==> src/rtl/frame_serializer.sv <==
// Framed-byte serializer: takes {2'b00, payload, 2'b11} bytes, shifts them out MSB first,
// then idles for GAP_CYCLES before accepting the next byte. Malformed bytes are counted and dropped.
//
// state | meaning
// IDLE  | ready for a byte; malformed bytes are rejected here
// SHIFT | presenting bits 7..0 of the loaded byte
// GAP   | inter-frame idle, GAP_CYCLES cycles long
module frame_serializer #(
  parameter int GAP_CYCLES = 1
) (
  input  logic       clk,
  input  logic       rst_n,
  input  logic [7:0] in_data,
  input  logic       in_valid,
  output logic       in_ready,
  output logic       ser_out,
  output logic       ser_valid,
  output logic       frame_done,
  output logic [3:0] payload,
  output logic       err,
  output logic [7:0] frm_cnt,
  output logic [7:0] err_cnt
);

  typedef enum logic [1:0] {IDLE, SHIFT, GAP} state_t;

  localparam logic [3:0] GAP_LOAD = (GAP_CYCLES > 0) ? 4'(GAP_CYCLES - 1) : 4'd0;

  state_t     state_q, state_d;
  logic [7:0] sh_q, sh_d;
  logic [2:0] idx_q, idx_d;
  logic [3:0] gap_q, gap_d;
  logic       ready_d, ser_out_d, ser_valid_d, done_d, err_d;
  logic [3:0] payload_d;
  logic [7:0] frm_d, errc_d;
  logic       good;

  assign good = (in_data[7:6] == 2'b00) && (in_data[1:0] == 2'b11);

  always_ff @(posedge clk or negedge rst_n) begin
    if (!rst_n) begin
      state_q    <= IDLE;
      sh_q       <= 8'd0;
      idx_q      <= 3'd0;
      gap_q      <= 4'd0;
      in_ready   <= 1'b0;
      ser_out    <= 1'b0;
      ser_valid  <= 1'b0;
      frame_done <= 1'b0;
      err        <= 1'b0;
      payload    <= 4'd0;
      frm_cnt    <= 8'd0;
      err_cnt    <= 8'd0;
    end else begin
      state_q    <= state_d;
      sh_q       <= sh_d;
      idx_q      <= idx_d;
      gap_q      <= gap_d;
      in_ready   <= ready_d;
      ser_out    <= ser_out_d;
      ser_valid  <= ser_valid_d;
      frame_done <= done_d;
      err        <= err_d;
      payload    <= payload_d;
      frm_cnt    <= frm_d;
      err_cnt    <= errc_d;
    end
  end

  // idx_q is the index of the bit currently on ser_out while in SHIFT
  always_comb begin
    state_d     = state_q;
    sh_d        = sh_q;
    idx_d       = idx_q;
    gap_d       = gap_q;
    ser_out_d   = 1'b0;
    ser_valid_d = 1'b0;
    done_d      = 1'b0;
    err_d       = 1'b0;
    payload_d   = payload;
    frm_d       = frm_cnt;
    errc_d      = err_cnt;
    unique case (state_q)
      IDLE: begin
        if (in_valid && in_ready) begin
          if (good) begin
            sh_d        = in_data;
            payload_d   = in_data[5:2];
            idx_d       = 3'd7;
            ser_valid_d = 1'b1;
            ser_out_d   = in_data[7];
            state_d     = SHIFT;
          end else begin
            err_d = 1'b1;
            if (err_cnt != 8'hFF) errc_d = err_cnt + 8'd1;
          end
        end
      end
      SHIFT: begin
        if (idx_q == 3'd0) begin
          if (GAP_CYCLES > 0) begin
            state_d = GAP;
            gap_d   = GAP_LOAD;
          end else begin
            state_d = IDLE;
          end
        end else begin
          idx_d       = idx_q - 3'd1;
          ser_valid_d = 1'b1;
          ser_out_d   = sh_q[idx_d];
          if (idx_q == 3'd1) begin
            done_d = 1'b1;
            frm_d  = frm_cnt + 8'd1;
          end
        end
      end
      GAP: begin
        if (gap_q == 4'd0) state_d = IDLE;
        else gap_d = gap_q - 4'd1;
      end
      default: state_d = IDLE;
    endcase
    ready_d = (state_d == IDLE);
  end

endmodule

==> config.mk <==
export PLATFORM = sky130hd
export DESIGN_NAME = frame_serializer
export DESIGN_NICKNAME = d
export VERILOG_FILES = /design/src/rtl/frame_serializer.sv
export SDC_FILE = /design/constraint.sdc
export NUM_CORES = 1
export LEC_CHECK = 0
export ABC_AREA = 1
export ABC_CLOCK_PERIOD_IN_PS = 1900
export CELL_PAD_IN_SITES_DETAIL_PLACEMENT = 1
export CELL_PAD_IN_SITES_GLOBAL_PLACEMENT = 1
export CORE_ASPECT_RATIO = 0.6
export CORE_UTILIZATION = 39
export CTS_BUF_LIST = sky130_fd_sc_hd__clkbuf_4 sky130_fd_sc_hd__clkbuf_8
export DETAILED_ROUTE_END_ITERATION = 10
export PLACE_DENSITY_LB_ADDON = 0.1
export SLEW_MARGIN = 25
export SYNTH_ARGS = -nofsm -noshare
export SYNTH_HDL_FRONTEND = slang
export SYNTH_SLANG_ARGS = --single-unit
==> constraint.sdc <==
create_clock -name clk -period 1.9 [get_ports clk]
set_input_delay 0.38 -clock clk [delete_from_list [all_inputs] [get_ports clk]]
set_output_delay 0.38 -clock clk [all_outputs]
set_load 0.01 [all_outputs]
After elaboration in Yosys (flattened, before gate mapping)
Cells that the tools add are included.
{"block": "op_classes", "n_addsub": 4, "magnitude_cmp": 1, "eq_ne": 10, "muxes": 28, "bitwise": 2, "reduce_logical": 14}
{"cell": "adder 8 x 1 -> 8 bit (second input constant)", "n": 2}
{"cell": "two-way mux 1 bit", "n": 13}
{"cell": "!= test 2 bit (second input constant)", "n": 5}
{"cell": "two-way mux 3 bit", "n": 3}
{"cell": "AND reduction 3 bit", "n": 3}
{"cell": "two-way mux 2 bit", "n": 4}
{"cell": "two-way mux 4 bit", "n": 2}
{"cell": "!= test 8 bit (second input constant)", "n": 1}
{"cell": "case mux 4 bit (2 select lines)", "n": 1}
{"cell": "AND reduction 4 bit", "n": 2}
{"cell": "zero test 2 bit", "n": 3}
{"cell": "case mux 2 bit (3 select lines)", "n": 1}
{"cell": "case mux 3 bit (2 select lines)", "n": 1}
{"cell": "== test 2 bit (second input constant)", "n": 2}
{"cell": "zero test 4 bit", "n": 1}
{"cell": "less-than comparator 3 x 4 -> 1 bit (second input constant)", "n": 1}
{"cell": "case mux 1 bit (2 select lines)", "n": 2}
{"cell": "nonzero test 2 bit", "n": 2}
{"cell": "subtractor 4 x 1 -> 4 bit (second input constant)", "n": 1}
{"cell": "binary-select mux 1 bit (select 3 bit)", "n": 1}
{"cell": "== test 3 x 1 -> 1 bit (second input constant)", "n": 1}
{"cell": "zero test 3 bit", "n": 1}
{"cell": "subtractor 3 x 1 -> 3 bit (second input constant)", "n": 1}
{"cell": "== test 2 x 1 -> 1 bit (second input constant)", "n": 1}
{"cell": "other kinds (2)", "n": 4}
{"block": "totals", "ff_bits": 42, "input_bits": 11, "out_inout_bits": 25, "wordCells": 71}

Logic depth before layout (Yosys ltp)
Gate-level depths: netlist of run 1.
{"block": "depth", "ltp_word": 6, "depth_mapped": 9, "mapped_depth_nobuf": 9}

Worst setup path before layout of run 1
Ideal clock, no wire load.
{"block": "synth_timing", "kind": "reg-to-reg", "startpoint": "register idx_q[0]", "endpoint": "register frm_cnt[3]", "setup_time_ns": 0.117, "t_arrival_ns": 1.290, "slack_ns": 0.493, "stages_incl_launch_ff": 10, "path_buffers": 1, "period_less_slack_ns": 1.407, "cell_sequence": "dfrtp_1 > inv_1 > ha_1 > inv_1 > nand3_1 > nor2_4 > buf_6 > nand2_1 > nand2_1 > nand2_1"}
{"block": "synth_between", "elab_chain_cells": 3, "elab_cells_between_ends": 4, "classes_between": "eq/ne: 1; bitwise: 1; reduce/logical: 2"}
{"element": "from (decl)", "line_no": "31", "source": "logic [2:0] idx_q, idx_d;"}
{"element": "from (signal assigned)", "line_no": "57", "source": "idx_q <= idx_d;"}
{"element": "zero test 3 bit", "line_no": "100", "source": "if (idx_q == 3'd0) begin"}
{"element": "inverter 1 bit (no line)"}
{"element": "AND reduction 3 bit (no line) (*)"}
{"element": "to (signal assigned)", "line_no": "65", "source": "frm_cnt <= frm_d;"}
{"element": "to (decl)", "line_no": "21", "source": "output logic [7:0] frm_cnt,"}
Mark *: on every way between the ends. The rest lies on a longest branch, timed or not.
A chain may end at the register's enable or synchronous reset.

Worst setup path after layout of run 1
{"block": "layout_timing", "startpoint": "register err_cnt[4]", "endpoint": "output port err_cnt[4]"}
{"element": "from (decl)", "line_no": "22", "source": "output logic [7:0] err_cnt"}
{"element": "from (signal assigned)", "line_no": "66", "source": "err_cnt <= errc_d;"}
No word-level cell between the ends.

==> results of run 1 <==
[state kept, by name, summed over array words and instances (netlist names)]
register and count:
err_cnt 8, ser_out 1, gap_q 4, frame_done 1
err 1, idx_q 3, ser_valid 1, sh_q 5
frm_cnt 8, state_q 2, payload 3, in_ready 1
[cells in the final DEF, fill, tap and decap left out, types with 4 or more instances in the layout]
cell type	instances
clkbuf_8	6
nand2_1	108
xor2_1	4
nand3b_1	5
nor2_1	18
nor2_4	4
nand3_1	16
clkdlybuf4s50_1	34
inv_2	5
buf_4	4
o21ai_0	6
ha_1	6
dfrtp_1	38
nand2_2	5
inv_1	32
[per-stage QoR]
stage	area, um^2	util [%]	instances	worst slack [ns]
global route	2554	53.44	370	0.1180
global placement	2459	51.45	362	0.2852
finish	2554	53.44	370	0.1677
CTS	2554	53.44	370	0.1498
detailed placement	2459	51.45	362	0.2176
floorplan	2031	-	265	0.4928
[worst register-to-register path, cell delays in order (launching register included)]
cell     delay [ns]
dfrtp_1        0.37
inv_1          0.07
ha_1           0.20
inv_1          0.07
nand3_1        0.13
nor2_4         0.19
buf_4          0.19
nand2_1        0.05
nand2_1        0.05
nand2_1        0.06
[area by class of cell]
| cell class | count | area (um^2) | area share, % |
|---|---|---|---|
| clock buffers | 7 | 90.09 | 3.528 |
| flip-flops and latches | 38 | 950.9 | 37.24 |
| multi-input cells | 184 | 894.6 | 35.03 |
| clock inverters | 1 | 5.005 | 0.1960 |
| inverters | 37 | 138.9 | 5.439 |
| well taps | 63 | 78.83 | 3.087 |
| repair buffers | 40 | 395.4 | 15.48 |
[synth_stat cells]
master / n / area share (%)
o22ai_1: 1 / 0.31
nand3_1: 16 / 3.9
nor2_4: 4 / 2.2
buf_2: 1 / 0.25
xor2_1: 4 / 1.7
nand3b_1: 5 / 1.8
buf_6: 1 / 0.55
xor2_2: 1 / 0.80
dfrtp_1: 38 / 47
xnor2_1: 2 / 0.86
buf_4: 4 / 1.5
inv_1: 32 / 5.9
o21ai_1: 3 / 0.74
inv_2: 5 / 0.92
nor2_2: 3 / 0.92
nand4_1: 1 / 0.31
nand2_1: 108 / 20
nand2_2: 5 / 1.5
a21boi_0: 1 / 0.37
o21ai_0: 6 / 1.5
nor2_1: 18 / 3.3
ha_1: 6 / 3.7
[report_power, final]
| group | total, W | internal [W] | leakage [nW] | switching (W) |
|---|---|---|---|---|
| combinational | 0.00143 | 0.000619 | 0.763 | 0.000806 |
| sequential | 0.00122 | 0.00103 | 0.487 | 0.000187 |
| clock | 0.000600 | 0.000307 | 0.0517 | 0.000293 |
[logic make-up (layout without fill, tap and decap cells)]
family,count (synthesis),count (layout)
DFF,38,38
AOI/OAI and AO/OA,11,11
and+or+nand+nor,160,160
adders and majority gates,6,6
xor gates and xnor gates,7,7
buffers and inverters,43,85
[path summary, 6_finish.rpt]
check,slack (ns),depth (start not counted),to
worst max register to register,0.42,9,frm_cnt[3]
max in group asynchronous,1.40,2,err_cnt[7]
min in group clk,0.47,2,sh_q[0]
worst min register to register,0.47,2,sh_q[0]
worst max-delay path,0.17,1,err_cnt[4]
worst min-delay path,0.02,1,sh_q[0]
[layer usage]
metal | up-vias | share of wire, % | global-route usage, %
li1 | 872 | - | -
met1 | 854 | 52 | 29.77
met3 | 7 | 4.8 | 5.906
met5 | - | 0 | 0
met4 | 0 | 0.99 | 5.844
met2 | 36 | 43 | 32.45
==> results.json, run 1 <==
{
  "hold_class": "in -> async",
  "die_area_mm2": 0.005509,
  "fp.dieH_um": 57.90,
  "worst_r2r_startpoint": "idx_q[0]",
  "setup_violations": 0,
  "cap_violations": 0,
  "synth_fa_ha_area_share_pct": 3.697,
  "gp_congestion": 0.7657,
  "maxSlewHeadroom_pct": 69.73,
  "synth_cell_types": 22,
  "cp-start-kind": "flop",
  "synthToLayoutAreaGrowth_pct": 25.75,
  "nFillCells": 612,
  "portBuffers": 35,
  "numCtsBuffers": 5,
  "fin_setup_tns_ns": 0,
  "p_total_w": 0.003243,
  "vias_per_cell": 4.781,
  "hold_slack_ns": 0.02304,
  "remaining_drc_errors": 0,
  "yosys.area_share.simple_pct": 34.07,
  "overflow": 0,
  "drive_gt1_share_pct": 10.42,
  "drtPass1Iterations": 4,
  "crit_arrival_ns": 1.35,
  "routed_wl_um": 5166,
  "fin_nets": 323,
  "antenna_found_initial": 0,
  "crit_path_end_kind": "output pin",
  "clockBufferDepth": 2,
  "grt_max_degree": 22,
  "ys_ff_latch": 38,
  "crit_buf_inv": 1,
  "leakagePower_nw": 1.301,
  "die_w_um": 95.16,
  "synth-xor-area-share_pct": 3.389,
  "cts_hold_buf": 0,
  "fin_skew_ns": 0.004811,
  "seq_area_frac_synth_pct": 46.83,
  "startpoint": "err_cnt[4]",
  "power_density_mw_per_mm2": 1270,
  "synth_compound_area_share_pct": 2.896,
  "drtIter0Drc": 31,
  "final_max_slew_viol_count": 0,
  "yosysWarnings": 0,
  "slowest_stage": "clkdlybuf4s50_1",
  "cts_sinks": 38,
  "diodes": 0,
  "cts_resized": 0,
  "clock-root-buffer": "clkbuf_8",
  "hpwl_um": 3880,
  "ctsHtreeMaxLevel": 2,
  "syn-num-nets": 282,
  "dr_total_vias": 1769,
  "cts.clk_slew.worst_paths_ns": 0.07,
  "cts_tree": "yes",
  "syn-mean-instance-area_um2": 7.663,
  "finalCriticalPeriod_ns": 1.732,
  "cts_setup_buffers": 0,
  "path_max_fanout": 5,
  "grt_pass1_vias": 1792,
  "clk_latency_ns": 0.29,
  "path_cells": "clkdlybuf4s50_1",
  "fin_crit_sh_pct": 91.17,
  "start_util_pct": 42.50,
  "fmax_mhz": 577.3,
  "synth_mux_area_share_pct": 0,
  "path_class": "reg -> out",
  "ios": 36,
  "grt_usage_pct": 21.27,
  "worstPathRequired_ns": 1.52,
  "peakVddDrop_uv": 665.6,
  "run_status": "complete, no violations",
  "synth_top_family_by_area": "simple AND/OR/NAND/NOR gates",
  "ant_nets": 0,
  "synth_cells": 265,
  "final_hold_viol_count": 0,
  "cpLargestDelayFamily": "buffers and inverters",
  "grt_pass1_wl_um": 8728,
  "rows": 19,
  "wl_per_cell_um": 13.96,
  "rsz0062_at_grt": "false",
  "core_area_mm2": 0.004778,
  "worst_slew_pin_slew_ns": 0.4540,
  "cpPeakStageDelay_ns": 0.59,
  "synth.cell_area_mm2": 0.002031
}
Note: power is estimated with default switching activity, not from simulation.
==> inputs of run 2 (changes only) <==
--- a/config.mk
+++ b/config.mk
@@ -9,7 +9,8 @@
 export ABC_CLOCK_PERIOD_IN_PS = 1900
 export CELL_PAD_IN_SITES_DETAIL_PLACEMENT = 1
 export CELL_PAD_IN_SITES_GLOBAL_PLACEMENT = 1
-export CORE_ASPECT_RATIO = 0.6
+export CORE_ASPECT_RATIO = 0.5
+export CORE_MARGIN = 2
 export CORE_UTILIZATION = 39
 export CTS_BUF_LIST = sky130_fd_sc_hd__clkbuf_4 sky130_fd_sc_hd__clkbuf_8
 export DETAILED_ROUTE_END_ITERATION = 10
==> results.json, run 2 (synthesized netlist as in run 1, its figures left out) <==
{
  "drtPass1Iterations": 4,
  "grt_pass1_wl_um": 8031,
  "final_common_cell": "nand2_1",
  "final_util_pct": 51.23,
  "hold_class": "in -> async",
  "leakagePower_nw": 1.297,
  "fin_crit_sh_pct": 89.45,
  "p_int_w": 0.001940,
  "cts_resized": 0,
  "largestRegisters": "err_cnt: 8 flops, frm_cnt: 8 flops, sh_q: 5 flops",
  "overflow": 0,
  "cts_setup_buffers": 0,
  "p_seq_share_pct": 38.0,
  "ios": 36,
  "ctsHtreeMaxLevel": 2,
  "clockBufferDepth": 2,
  "hpwl_um": 3661,
  "crit_arrival_ns": 1.32,
  "stdcell_count": 377,
  "worst_slew_pin_slew_ns": 0.4982,
  "remaining_drc_errors": 0,
  "power_density_mw_per_mm2": 1245,
  "fin_skew_ns": 0.002831,
  "fin_nets": 323,
  "fp.dieH_um": 55.03,
  "finalCriticalPeriod_ns": 1.700,
  "grt_max_degree": 22,
  "start_util_pct": 40.80,
  "ant_nets": 0,
  "clock-root-buffer": "clkbuf_8",
  "combinationalPowerShare_pct": 43.4,
  "synthToLayoutAreaGrowth_pct": 25.57,
  "slowest_stage": "clkdlybuf4s50_1",
  "rows": 18,
  "drive_gt1_share_pct": 10.42,
  "grt_pass1_vias": 1768,
  "nFillCells": 638,
  "cpPeakStageDelay_ns": 0.57,
  "dr_total_vias": 1752,
  "clk_latency_ns": 0.29,
  "path_max_fanout": 6,
  "peakVddDrop_uv": 644.8,
  "cts_sinks": 38,
  "wl_per_cell_um": 12.58,
  "final_hold_viol_count": 0,
  "diodes": 0,
  "setup_violations": 0,
  "antenna_found_initial": 0,
  "routed_wl_um": 4742,
  "placedCellCount": 369,
  "crit_path_end_kind": "output pin",
  "cp-start-kind": "flop",
  "cts_hold_buf": 0,
  "switchingPower_w": 0.001234,
  "grt_usage_pct": 18.02,
  "path_cells": "clkdlybuf4s50_1",
  "cts_tree": "yes",
  "gp_congestion": 0.7425,
  "portBuffers": 35,
  "core_area_mm2": 0.004977,
  "path_class": "reg -> out",
  "p_clk_share_pct": 18.6,
  "numCtsBuffers": 5,
  "fin_setup_tns_ns": 0,
  "cpLargestDelayFamily": "buffers and inverters",
  "maxSlewHeadroom_pct": 66.78,
  "cap_violations": 0,
  "vias_per_cell": 4.647,
  "final_max_slew_viol_count": 0,
  "drtIter0Drc": 27,
  "die_w_um": 106.1,
  "cts.clk_slew.worst_paths_ns": 0.07,
  "mostFrequentLayoutCells": "nand2_1 (108), dfrtp_1 (38), clkdlybuf4s50_1 (34), inv_1 (32), nor2_1 (18)",
  "worstPathRequired_ns": 1.52,
  "crit_buf_inv": 1,
  "sw_frac_of_total_pct": 38.88,
  "run_status": "complete, no violations",
  "rsz0062_at_grt": "false",
  "die_area_mm2": 0.005835,
  "fmax_mhz": 588.4
}
## run 2: changes by cell type in the layout (fill, tap and decap cells not counted)
cell / delta
buf_12: -1
buf_4: +1
## run 2: layer usage
layer | vias to the layer above | track usage [%] | part of all wire, %
met5 | - | 0 | 0
met4 | 0 | 6.140 | 1.0
met3 | 7 | 4.567 | 2.7
met2 | 21 | 31.94 | 48
met1 | 844 | 22.34 | 48
li1 | 880 | - | -
## run 2: final cells by class
cell class | instances | area (um^2) | area share (%)
inverter | 37 | 138.9 | 5.446
clock buffer | 7 | 90.09 | 3.533
sequential | 38 | 950.9 | 37.29
clock inverter | 1 | 5.005 | 0.1963
multi-input combinational | 184 | 894.6 | 35.08
timing repair buffer | 40 | 382.9 | 15.01
tap | 70 | 87.58 | 3.435
## run 2: power groups by stage
stage | clock network (W) | registers [W] | logic, W
2_1_floorplan | 0 | 0.00124 | 0.000855
3_3_place_gp | 0 | 0.00121 | 0.00134
3_5_place_dp | 0 | 0.00122 | 0.00139
4_1_cts | 0.000613 | 0.00121 | 0.00141
5_1_grt | 0.000645 | 0.00125 | 0.00156
6_report | 0.000590 | 0.00121 | 0.00138
## run 2: stage by stage
step / power [W] / instance area, um^2 / hold slack (ns) / setup WS [ns]
5_1_grt: 0.003455 / 2550 / 0.07779 / 0.1317
3_3_place_gp: 0.002555 / 2455 / 0.3689 / 0.2933
6_report: 0.003174 / 2550 / 0.04635 / 0.2004
3_5_place_dp: 0.002612 / 2455 / 0.3820 / 0.2486
2_1_floorplan: 0.002097 / 2031 / 0.08441 / 0.4928
4_1_cts: 0.003229 / 2550 / 0.06443 / 0.1828
## run 2: worst reg2reg max path, stage by stage (launching register included)
cell     delay (ns)
dfrtp_1        0.35
inv_1          0.11
ha_1           0.22
inv_1          0.08
nand3_1        0.12
nor2_4         0.25
inv_1          0.18
nand2_1        0.10
nand2_1        0.05
## run 2: worst paths after layout
check | cells past startpoint | slack (ns) | end | from
worst max register to register | 8 | 0.35 | frm_cnt[6] | idx_q[0]
worst min-delay path | 1 | 0.05 | idx_q[0] | rst_n
worst min register to register | 2 | 0.46 | sh_q[1] | sh_q[1]
max in group asynchronous | 2 | 1.30 | sh_q[5] | rst_n
worst max-delay path | 1 | 0.20 | frm_cnt[2] | frm_cnt[2]
min in group clk | 2 | 0.46 | sh_q[1] | sh_q[1]
==> inputs of run 3 (changes only) <==
--- a/config.mk
+++ b/config.mk
@@ -6,12 +6,12 @@
 export NUM_CORES = 1
 export LEC_CHECK = 0
 export ABC_AREA = 1
-export ABC_CLOCK_PERIOD_IN_PS = 1900
+export ABC_CLOCK_PERIOD_IN_PS = 2000
 export CELL_PAD_IN_SITES_DETAIL_PLACEMENT = 1
 export CELL_PAD_IN_SITES_GLOBAL_PLACEMENT = 1
 export CORE_ASPECT_RATIO = 0.5
 export CORE_MARGIN = 2
-export CORE_UTILIZATION = 39
+export CORE_UTILIZATION = 42
 export CTS_BUF_LIST = sky130_fd_sc_hd__clkbuf_4 sky130_fd_sc_hd__clkbuf_8
 export DETAILED_ROUTE_END_ITERATION = 10
 export PLACE_DENSITY_LB_ADDON = 0.1
==> constraint.sdc (replaced) <==
create_clock -name clk -period 2 [get_ports clk]
set_input_delay 0.4 -clock clk [delete_from_list [all_inputs] [get_ports clk]]
set_output_delay 0.4 -clock clk [all_outputs]
set_load 0.01 [all_outputs]
==> results.json, run 3 (synthesized netlist as in run 1, its figures left out) <==
{
  "ctsHtreeMaxLevel": 2,
  "cts_tree": "yes",
  "numCtsBuffers": 5,
  "vias_per_cell": 4.717,
  "clk_latency_ns": 0.30,
  "routed_wl_um": 4650,
  "use_met2_pct": 35.75,
  "core_area_mm2": 0.004531,
  "overflow": 0,
  "crit_arrival_ns": 1.34,
  "grt_max_degree": 39,
  "run_status": "complete, no violations",
  "die_area_mm2": 0.005441,
  "setup_violations": 0,
  "worstReg2RegEnd": "frm_cnt[1]",
  "grt_util_met1_pct": 23.86,
  "power_density_mw_per_mm2": 1221,
  "final_util_pct": 56.26,
  "crit_path_end_kind": "output pin",
  "worstPathRequired_ns": 1.60,
  "clockBufferDepth": 2,
  "clock-root-buffer": "clkbuf_8",
  "rsz0062_at_grt": "false",
  "fp.dieH_um": 53.17,
  "remaining_drc_errors": 0,
  "worst_r2r_startpoint": "idx_q[0]",
  "final_common_cell": "nand2_1",
  "cts_hold_buf": 0,
  "drtIter0Drc": 18,
  "cts.clk_slew.worst_paths_ns": 0.08,
  "busiest_layer": "met2",
  "fin_skew_ns": 0.004803,
  "path_cells": "clkdlybuf4s50_1",
  "multi_input_area_um2": 894.6,
  "worst_slew_pin_slew_ns": 0.5025,
  "ios": 36,
  "cpPeakStageDelay_ns": 0.58,
  "final_hold_viol_count": 0,
  "leakagePower_nw": 1.295,
  "antenna_found_initial": 0,
  "regArea_um2": 950.9,
  "cts_resized": 0,
  "finalCriticalPeriod_ns": 1.742,
  "die_w_um": 102.3,
  "path_max_fanout": 6,
  "cts_sinks": 38,
  "mostFrequentLayoutCells": "nand2_1 (108), dfrtp_1 (38), clkdlybuf4s50_1 (34), inv_1 (32), nor2_1 (18)",
  "cts_setup_buffers": 0,
  "fin_setup_tns_ns": 0,
  "synthToLayoutAreaGrowth_pct": 25.51,
  "fin_crit_sh_pct": 87.12,
  "start_util_pct": 44.82,
  "fin_nets": 321,
  "grt_pass1_wl_um": 8245,
  "reg2reg_depth": 8,
  "wl_per_cell_um": 12.53,
  "maxSlewHeadroom_pct": 66.50,
  "final_max_slew_viol_count": 0,
  "crit_buf_inv": 1,
  "dr_total_vias": 1750,
  "peakVddDrop_uv": 634.1,
  "ant_nets": 0,
  "hpwl_um": 3551,
  "cpLargestDelayFamily": "buffers and inverters",
  "grt_pass1_vias": 1857,
  "portBuffers": 35,
  "rrSetupSlack_ns": 0.29,
  "cap_violations": 0,
  "met3_usage_pct": 7.926,
  "path_class": "reg -> out",
  "slowest_stage": "clkdlybuf4s50_1",
  "gp_congestion": 0.8247,
  "diodes": 0,
  "drive_gt1_share_pct": 9.836,
  "rows": 17,
  "largestRegisters": "err_cnt: 8 flops, frm_cnt: 8 flops, sh_q: 5 flops",
  "cp-start-kind": "flop",
  "grt_usage_pct": 20.32,
  "fmax_mhz": 573.9,
  "nFillCells": 572,
  "drtPass1Iterations": 4,
  "hold_class": "in -> async"
}
==> run 3: where the power goes <==
part / switching (W) / internal [W] / leakage, nW
clock network: 0.000278 / 0.000400 / 0.0593
logic: 0.000718 / 0.000560 / 0.748
registers: 0.000177 / 0.000979 / 0.487
total: 0.00117 / 0.00194 / 1.29
==> run 3: cell type report <==
cell class | instances | share of cell area [%]
Multi-Input combinational cell | 184 | 35.10
Clock inverter | 1 | 1.178
Tap cell | 66 | 3.240
Sequential cell | 38 | 37.31
Clock buffer | 7 | 3.289
Inverter | 37 | 5.449
Timing Repair Buffer | 38 | 14.43
==> run 3: worst max-delay path by stage <==
stage | from | to | slack [ns] | depth (start not counted)
5_1_grt | idx_q[0] | frm_cnt[1] | 0.13 | 8
2_1_floorplan | idx_q[0] | frm_cnt[3] | 0.59 | 9
3_5_place_dp | idx_q[0] | frm_cnt[2] | 0.33 | 8
6_report | frm_cnt[3] | frm_cnt[3] | 0.26 | 1
3_3_place_gp | in_data[0] | sh_q[5] | 0.38 | 7
4_1_cts | frm_cnt[0] | frm_cnt[0] | 0.24 | 1
==> run 3: metal layers <==
metal  routed length (um)  share of wire, %
met1                 2115                45
met2                 2277                49
met3                  207               4.5
met4                   50               1.1
met5                    0                 0
==> run 3: worst register-to-register path: stages (launching register included) <==
cell and delay [ns]:
dfrtp_1 0.46, inv_1 0.16, ha_1 0.23, inv_1 0.08, nand3_1 0.12, nor2_4 0.24, inv_1 0.16, nand2_1 0.10
nand2_1 0.06
==> run 3: stage by stage <==
step | total power [W] | worst slack, ns | std cells | hold slack (ns) | instance area [um^2]
2_1_floorplan | 0.001992 | 0.5928 | 265 | 0.1044 | 2031
3_3_place_gp | 0.002394 | 0.3813 | 363 | 0.4486 | 2435
3_5_place_dp | 0.002462 | 0.3256 | 363 | 0.4508 | 2435
4_1_cts | 0.003163 | 0.2450 | 371 | 0.1627 | 2549
5_1_grt | 0.003393 | 0.1269 | 371 | 0.1742 | 2549
6_report | 0.003113 | 0.2577 | 371 | 0.1521 | 2549
